$ cat config.mk
export PLATFORM = sky130hd
export DESIGN_NAME = mul_iter
export DESIGN_NICKNAME = d
export VERILOG_FILES = /design/src/rtl/mul_iter.sv
export SDC_FILE = /design/constraint.sdc
export NUM_CORES = 1
export LEC_CHECK = 0
export ABC_AREA = 1
export CAP_MARGIN = 20
export CORE_AREA = 2 2 238 240
export CTS_CLUSTER_SIZE = 40
export DETAILED_ROUTE_END_ITERATION = 7
export DIE_AREA = 0 0 240 242
export PLACE_DENSITY_LB_ADDON = 0.12
export REMOVE_ABC_BUFFERS = 1
export SYNTH_ARGS = -nofsm -noshare
export SYNTH_HDL_FRONTEND = slang
export SYNTH_SLANG_ARGS = --single-unit
$ cat constraint.sdc
create_clock -name clk -period 3.7 [get_ports clk]
set_input_delay 0.74 -clock clk [delete_from_list [all_inputs] [get_ports clk]]
set_output_delay 0.74 -clock clk [all_outputs]
set_load 0.02 [all_outputs]
$ cat src/rtl/mul_iter.sv
// Iterative shift-add multiplier: WIDTH x WIDTH -> 2*WIDTH, signed or unsigned.
// Start/ready/annul handshake matches the divider so the execute stage can stall on !ready_o.
module mul_iter #(
  parameter int unsigned WIDTH = 32
) (
  input  logic                 clk,
  input  logic                 rst,
  input  logic                 signed_mul_i,
  input  logic [WIDTH-1:0]     opdata1_i,
  input  logic [WIDTH-1:0]     opdata2_i,
  input  logic                 start_i,
  input  logic                 annul_i,
  output logic [2*WIDTH-1:0]   result_o,
  output logic                 ready_o
);

  localparam int unsigned PW = 2 * WIDTH;
  localparam int unsigned CW = (WIDTH > 1) ? $clog2(WIDTH) : 1;

  typedef enum logic [1:0] {
    IDLE = 2'd0,
    BUSY = 2'd1,
    DONE = 2'd2
  } stateT;

  stateT            state;
  logic [CW-1:0]    counter;
  logic [PW-1:0]    mcand;
  logic [WIDTH-1:0] mplier;
  logic [PW-1:0]    acc;
  logic             neg;
  logic [PW-1:0]    resultReg;
  logic             readyReg;

  logic [WIDTH-1:0] absA;
  logic [WIDTH-1:0] absB;
  logic [PW-1:0]    accNext;
  logic [PW-1:0]    accSigned;
  logic             anyZero;

  // Operand magnitudes and the next accumulator value (partial product add plus sign fix)
  always_comb begin
    absA      = (signed_mul_i && opdata1_i[WIDTH-1]) ? (~opdata1_i + WIDTH'(1)) : opdata1_i;
    absB      = (signed_mul_i && opdata2_i[WIDTH-1]) ? (~opdata2_i + WIDTH'(1)) : opdata2_i;
    anyZero   = (opdata1_i == '0) || (opdata2_i == '0);
    accNext   = acc + (mplier[0] ? mcand : '0);
    accSigned = neg ? (~accNext + PW'(1)) : accNext;
  end

  // Control FSM and datapath registers; annul overrides everything except reset
  always_ff @(posedge clk or negedge rst) begin
    if (!rst) begin
      state     <= IDLE;
      counter   <= '0;
      mcand     <= '0;
      mplier    <= '0;
      acc       <= '0;
      neg       <= 1'b0;
      resultReg <= '0;
      readyReg  <= 1'b0;
    end else if (annul_i) begin
      state    <= IDLE;
      counter  <= '0;
      readyReg <= 1'b0;
    end else begin
      case (state)
        IDLE: begin
          readyReg <= 1'b0;
          if (start_i) begin
            mcand   <= PW'(absA);
            mplier  <= absB;
            neg     <= signed_mul_i & (opdata1_i[WIDTH-1] ^ opdata2_i[WIDTH-1]);
            acc     <= '0;
            counter <= '0;
            if (anyZero) begin
              // Zero operand: product is known, skip the iterations
              state     <= DONE;
              resultReg <= '0;
              readyReg  <= 1'b1;
            end else begin
              state <= BUSY;
            end
          end
        end
        BUSY: begin
          acc     <= accNext;
          mcand   <= mcand << 1;
          mplier  <= mplier >> 1;
          counter <= counter + CW'(1);
          if (counter == CW'(WIDTH - 1)) begin
            state     <= DONE;
            counter   <= '0;
            resultReg <= accSigned;
            readyReg  <= 1'b1;
          end
        end
        DONE: begin
          // Start must drop before another operation can be accepted
          if (!start_i) begin
            state    <= IDLE;
            readyReg <= 1'b0;
          end
        end
        default: begin
          state    <= IDLE;
          readyReg <= 1'b0;
        end
      endcase
    end
  end

  assign result_o = resultReg;
  assign ready_o  = readyReg;

endmodule
==> results of run 1 <==
==> worst paths after layout <==
check                                    startpoint                  endpoint  slack [ns]  depth (start not counted)
setup / recovery              mplier[0]$_DFFE_PN0P_  result_o[57]$_DFFE_PN0P_        0.23                         25
hold / removal                                  rst    counter[2]$_DFFE_PN0P_        0.16                          1
setup reg to reg              mplier[0]$_DFFE_PN0P_  result_o[57]$_DFFE_PN0P_        0.23                         25
hold reg to reg            result_o[23]$_DFFE_PN0P_  result_o[23]$_DFFE_PN0P_        0.48                          2
max in group asynchronous                       rst  result_o[17]$_DFFE_PN0P_        2.57                          2
min in group clk           result_o[23]$_DFFE_PN0P_  result_o[23]$_DFFE_PN0P_        0.48                          2
==> power breakdown <==
| group | switching, mW | internal (mW) |
|---|---|---|
| Clock | 1.24 | 1.67 |
| Sequential | 0.515 | 3.27 |
| Combinational | 5.28 | 3.07 |
| Total | 7.03 | 8.01 |
==> cell type report <==
| cell class | count | area, um^2 | area share |
|---|---|---|---|
| multi-input combinational | 2346 | 12100 | 0.499 |
| sequential | 233 | 5830 | 0.240 |
| timing repair buffer | 279 | 2560 | 0.105 |
| inverter | 509 | 1920 | 0.0788 |
| tap | 756 | 946 | 0.0389 |
| clock buffer | 41 | 821 | 0.0338 |
| clock inverter | 9 | 104 | 0.00427 |
==> cell usage after synthesis, types with 3 or more instances <==
library cell | number | share of area
inv_1 | 496 | 0.096
nand3b_1 | 11 | 0.0043
nand2_1 | 1138 | 0.22
xor2_1 | 51 | 0.023
nor3_1 | 30 | 0.0078
o21bai_1 | 6 | 0.0023
nor2_4 | 6 | 0.0035
o21ai_0 | 237 | 0.061
inv_2 | 12 | 0.0023
xnor2_1 | 23 | 0.010
o31ai_1 | 23 | 0.0089
nand4_1 | 30 | 0.0097
o21ai_4 | 3 | 0.0025
a22o_1 | 5 | 0.0023
nand2_2 | 42 | 0.014
a21oi_1 | 151 | 0.039
o211ai_1 | 16 | 0.0062
buf_1 | 8 | 0.0016
nor2_2 | 17 | 0.0055
nor2_1 | 260 | 0.051
nand3_1 | 185 | 0.048
nand3_2 | 11 | 0.0057
clkbuf_1 | 71 | 0.014
ha_1 | 68 | 0.044
dfrtp_1 | 233 | 0.30
nor4_1 | 6 | 0.0019
o21ai_1 | 7 | 0.0018
==> kinds of logic (layout without fill, tap and decap cells) <==
kind of cell	Yosys count	in the layout	synth area share
buf+inv	592	838	0.116
compound gates	459	459	0.129
fa+ha+maj	69	69	0.0451
simple gates	1744	1744	0.375
flops	233	233	0.302
xor+xnor	74	74	0.0335
==> worst register-to-register path, stage by stage, from the launching register on <==
cell and delay [ns]:
dfrtp_2 0.48, buf_4 0.18, nand2_1 0.06, inv_1 0.07, ha_2 0.38, nand2_2 0.11, inv_2 0.07, nand2_1 0.07
nor2_1 0.17, nand4_1 0.21, nand3_2 0.16, buf_4 0.13, nand2_1 0.06, nand3_1 0.07, nand2_1 0.10, nor2_1 0.15
nand2_1 0.10, buf_4 0.14, nor2_1 0.16, nand3_1 0.12, inv_1 0.07, nand2_1 0.06, nand2_1 0.07, nand2_1 0.06
nand3_1 0.07, nand2_1 0.05
==> metrics by stage <==
stage / instances / hold slack [ns] / cell area, um^2 / setup TNS [ns] / util
after global placement: 4118 / 0.463 / 22500 / -0.320 / 0.404
final: 4173 / 0.156 / 24300 / 0 / 0.436
after detailed placement: 4118 / 0.466 / 22500 / -0.0433 / 0.404
after CTS: 4168 / 0.160 / 23400 / 0 / 0.420
after floorplan: 3088 / 0.444 / 19000 / -762.74 / -
after global routing: 4173 / 0.196 / 24300 / -0.0386 / 0.436
==> timing repair <==
action	in CTS	in global routing
setup endpoints to repair	4	33
setup buffers	0	5
resized for setup	2	225
pin swaps	0	16
==> layer usage <==
layer	GRT usage	up-vias	share of wire
met5	0	-	0
met4	0.0539	0	0.021
met3	0.0263	76	0.056
met2	0.364	540	0.43
met1	0.364	9389	0.50
li1	-	10400	-
==> flip-flops by register name (all words and copies together) (netlist names) <==
signal	cells
counter	5
ready_o	1
mplier	32
neg	1
result_o	64
mcand	64
state	2
acc	64
==> flow_summary.toml, run 1 <==
[logic_synthesis]
ys_types = 44
netlist_instances = 3171
postSynth.asyncResetShare = 1.00
yosysSeqAreaShare = 0.302
syn_area_um2 = 19300
synth_ff_type = "dfrtp_1"
syn_avg_cell_area_um2 = 6.09
ys_warn_count = 0
synth-edff-count = 0
ys_seq_elements = 233

[worst_setup_path]
path_class = "reg2reg"
required_ns = 4.19
arrival_ns = 3.96
path_max_fanout = 6
crit_slowest_cell = "dfrtp_2"
end_kind = "flip-flop"
crit_family = "simple AND/OR/NAND/NOR gates"
crit_buf_inv = 6
crit_top_cell = "nand2_1"
cp-start-kind = "flip-flop"
max_stage_delay_ns = 0.48

[final_layout]
final_common_cell = "nand2_1"
area_delta_synth_final_pct = 25.8
antenna_cells = 0
layout_common_cells = "nand2_1, inv_1, o21ai_0"
nets = 3536
nFillCells = 6054
drive_gt1_frac = 0.139

[die]
fp.dieArea_um2 = 58100
ios = 134
die-height_um = 242
rows = 87
core_region_area_um2 = 55700
initial_core_util = 0.347
die_w_um = 240

[pwr]
leakage_nw = 12.7
vdd_drop_max_v = 0.000396
power_mw = 15.0
p_per_area_nw_per_um2 = 619

[clock_tree]
cts_tree = "built"
cts.sinks = 233
numCtsBuffers = 29
clockBufferDepth = 3
path_clk_slew_ns = 0.06
clock_latency_ns = 0.61
ctsRootBufferMaster = "clkbuf_16"
htreeDepth = 1
cts_hold_repair.buffers = 0

[sta]
timing.fmax_ghz = 0.288
hold_viol_final = 0
fin_crit_ns = 3.47
finalSetupViolCount = 0
fin_crit_sh = 0.939
final-max-slew-violation-count = 0
setup_slack_ns = 0.226
skew_ns = 0.0175
worstMarginPinSlew_ns = 0.909
slew-limit-headroom = 0.394

[drt]
wirelength_um = 70500
drcViolationCount = 0
drtPass1Iterations = 5
via_per_inst = 4.89
antenna_left = 0
drt_iter0_drc = 1487
avgRoutedWirePerCell_um = 16.9
vias = 20400

[global_route]
grt_pass1_wl_um = 109000
grt_pass1_vias = 19500
grtUsageTotal = 0.240
grt-ovfl-total = 0
grt_max_degree = 184
antenna_found_initial = 1

[worst_hold_path]
hp-class = "in2async"

[run]
maxCapViolCount = 0

[placement]
io_buffers = 133
place_congestion = 0.945
pre_cts_ws_ns = -0.0351
dp.final_hpwl_um = 55400

[status]
outcome = "finished clean"
(Power assumes the default switching activity.)
==> run 2: changes to the inputs <==
CORE_AREA = 2 2 336 172   (was 2 2 238 240)
DIE_AREA = 0 0 338 174   (was 0 0 240 242)
SLEW_MARGIN = 20   (was unset)
==> flow_summary.toml, run 2 (synthesis results as in run 1) <==
[status]
outcome = "finished with violations"
violations = "setup timing"

[clock_tree]
htreeDepth = 1
cts.sinks = 233
clock_latency_ns = 0.59
path_clk_slew_ns = 0.06
clockBufferDepth = 3
numCtsBuffers = 25
cts_hold_repair.buffers = 0
cts_tree = "built"
ctsRootBufferMaster = "clkbuf_16"

[worst_setup_path]
max_stage_delay_ns = 0.59
crit_top_cell = "nand2_1"
path_max_fanout = 8
r2r_start = "mplier[0]$_DFFE_PN0P_"
required_ns = 4.18
arrival_ns = 4.21
crit_start = "mplier[0]$_DFFE_PN0P_"
cp-start-kind = "flip-flop"
path_class = "reg2reg"
end_kind = "flip-flop"
crit_slowest_cell = "dfrtp_4"

[drt]
via_per_inst = 5.01
antenna_left = 0
drt_iter0_drc = 2176
drtPass1Iterations = 5
wirelength_um = 83000
drcViolationCount = 0
avgRoutedWirePerCell_um = 19.1
vias = 21700

[global_route]
grtUsageTotal = 0.277
grt_pass1_wl_um = 123000
grt_pass1_vias = 19700
grt_max_degree = 184
antenna_found_initial = 2
grt-ovfl-total = 0

[sta]
rsz0062_at_grt = "true"
worstMarginPinSlew_ns = 0.915
slew-limit-headroom = 0.390
setup_tns_ns = -0.0524
fin_crit_ns = 3.73
skew_ns = 0.0352
setup_slack_ns = -0.0329
hold_viol_final = 0
fin_crit_sh = 1.01
finalSetupViolCount = 2
whs_ns = 0.124
timing.fmax_ghz = 0.268
final-max-slew-violation-count = 0

[final_layout]
drive_gt1_frac = 0.181
final_common_cell = "nand2_1"
antenna_cells = 0
nFillCells = 5946
nets = 3692
layout_common_cells = "nand2_1, inv_1, buf_4"
area_delta_synth_final_pct = 32.4
final_area_um2 = 25600

[placement]
place_congestion = 1.00
place_area_um2 = 23700
dp.final_hpwl_um = 66300
io_buffers = 133

[pwr]
p_sw_mw = 7.68
p_per_area_nw_per_um2 = 620
leakage_nw = 13.5
switching_share = 0.484
internal_power_mw = 8.17
power_mw = 15.9
pwr-share-clk = 0.161
seqPwrFrac = 0.241
pwr-share-comb = 0.597
vdd_drop_max_v = 0.000371

[die]
fp.dieArea_um2 = 58800
core_region_area_um2 = 56200
die-height_um = 174
initial_core_util = 0.343
ios = 134
die_w_um = 338
rows = 62

[run]
maxCapViolCount = 0

[worst_hold_path]
hp-class = "in2async"
[run 2: changes by cell type in the layout (fill, tap and decap cells not counted), moves of 6 or more]
cell     previous run  this run
a21oi_2            13        19
nand2_4             8        17
nand2_2            77        92
ha_2               23        15
a21oi_1           137       129
nor2_1            190       202
nand2_1          1095      1071
buf_4             136       293
nor2_2             73        56
[run 2: critical path: cells and delay by family (launching register included)]
family	cells	cell delay (ns)
DFF	1	0.59
buffers and inverters	7	0.77
AOI/OAI and AO/OA	1	0.27
adders and majority gates	1	0.32
and+or+nand+nor	17	1.69
[run 2: per-layer routing]
metal	up-vias	GRT usage	wire length, um
met4	0	0.0243	697
met1	10200	0.496	46400
met5	-	0	0
li1	10700	-	-
met3	43	0.0862	9710
met2	757	0.301	26200
[run 2: cell type report]
class | instances | area (um^2) | area share
Sequential cell | 233 | 5840 | 0.228
Clock inverter | 7 | 46.3 | 0.00181
Inverter | 509 | 1920 | 0.0749
Tap cell | 768 | 961 | 0.0376
Clock buffer | 37 | 741 | 0.0290
Timing Repair Buffer | 439 | 3790 | 0.148
Multi-Input combinational cell | 2346 | 12300 | 0.480
[run 2: timing repair]
action / in CTS / in global routing
endpoints found under the hold margin: 0 / 0
endpoints found under the setup margin: 34 / 41
resized for setup: 43 / 225
setup buffers: 3 / 9
cloned: 0 / 1
pin swaps: 3 / 17
[run 2: power groups by stage]
stage	clock network, mW	registers [mW]	logic (mW)
6_report	2.56	3.83	9.47
5_1_grt	2.72	3.92	10.3
4_1_cts	2.62	3.77	8.71
3_5_place_dp	0	3.81	8.53
3_3_place_gp	0	3.79	8.48
2_1_floorplan	0	4.00	4.42
[run 2: final timing paths]
path	endpoint	slack, ns	cells after the start
worst max-delay path	result_o[58]$_DFFE_PN0P_	-0.03	26
worst min-delay path	mplier[20]$_DFFE_PN0P_	0.12	1
min in group clk	mplier[12]$_DFFE_PN0P_	0.48	2
max in group asynchronous	result_o[37]$_DFFE_PN0P_	2.73	2
worst min register to register	mplier[12]$_DFFE_PN0P_	0.48	2
worst max register to register	result_o[58]$_DFFE_PN0P_	-0.03	26
[run 2: stage by stage]
| stage | utilization | cells | setup slack (ns) |
|---|---|---|---|
| 2_1_floorplan | - | 3088 | -5.51 |
| 4_1_cts | 0.438 | 4329 | 0.00268 |
| 5_1_grt | 0.455 | 4339 | -0.268 |
| 3_3_place_gp | 0.421 | 4282 | -0.314 |
| 6_report | 0.455 | 4339 | -0.0329 |
| 3_5_place_dp | 0.421 | 4282 | -0.289 |
==> run 3: changes to the inputs <==
--- a/constraint.sdc
+++ b/constraint.sdc
@@ -3,2 +3,2 @@
 set_output_delay 0.74 -clock clk [all_outputs]
-set_load 0.02 [all_outputs]
+set_load 0.05 [all_outputs]
==> results of run 3 <==
Same layout as run 2 (identical final DEF). Status: finished with violations: setup timing.
Among the figures that moved: total power 15.9 mW -> 16.3 mW; worst IR drop on VDD 0.000371 V -> 0.000372 V
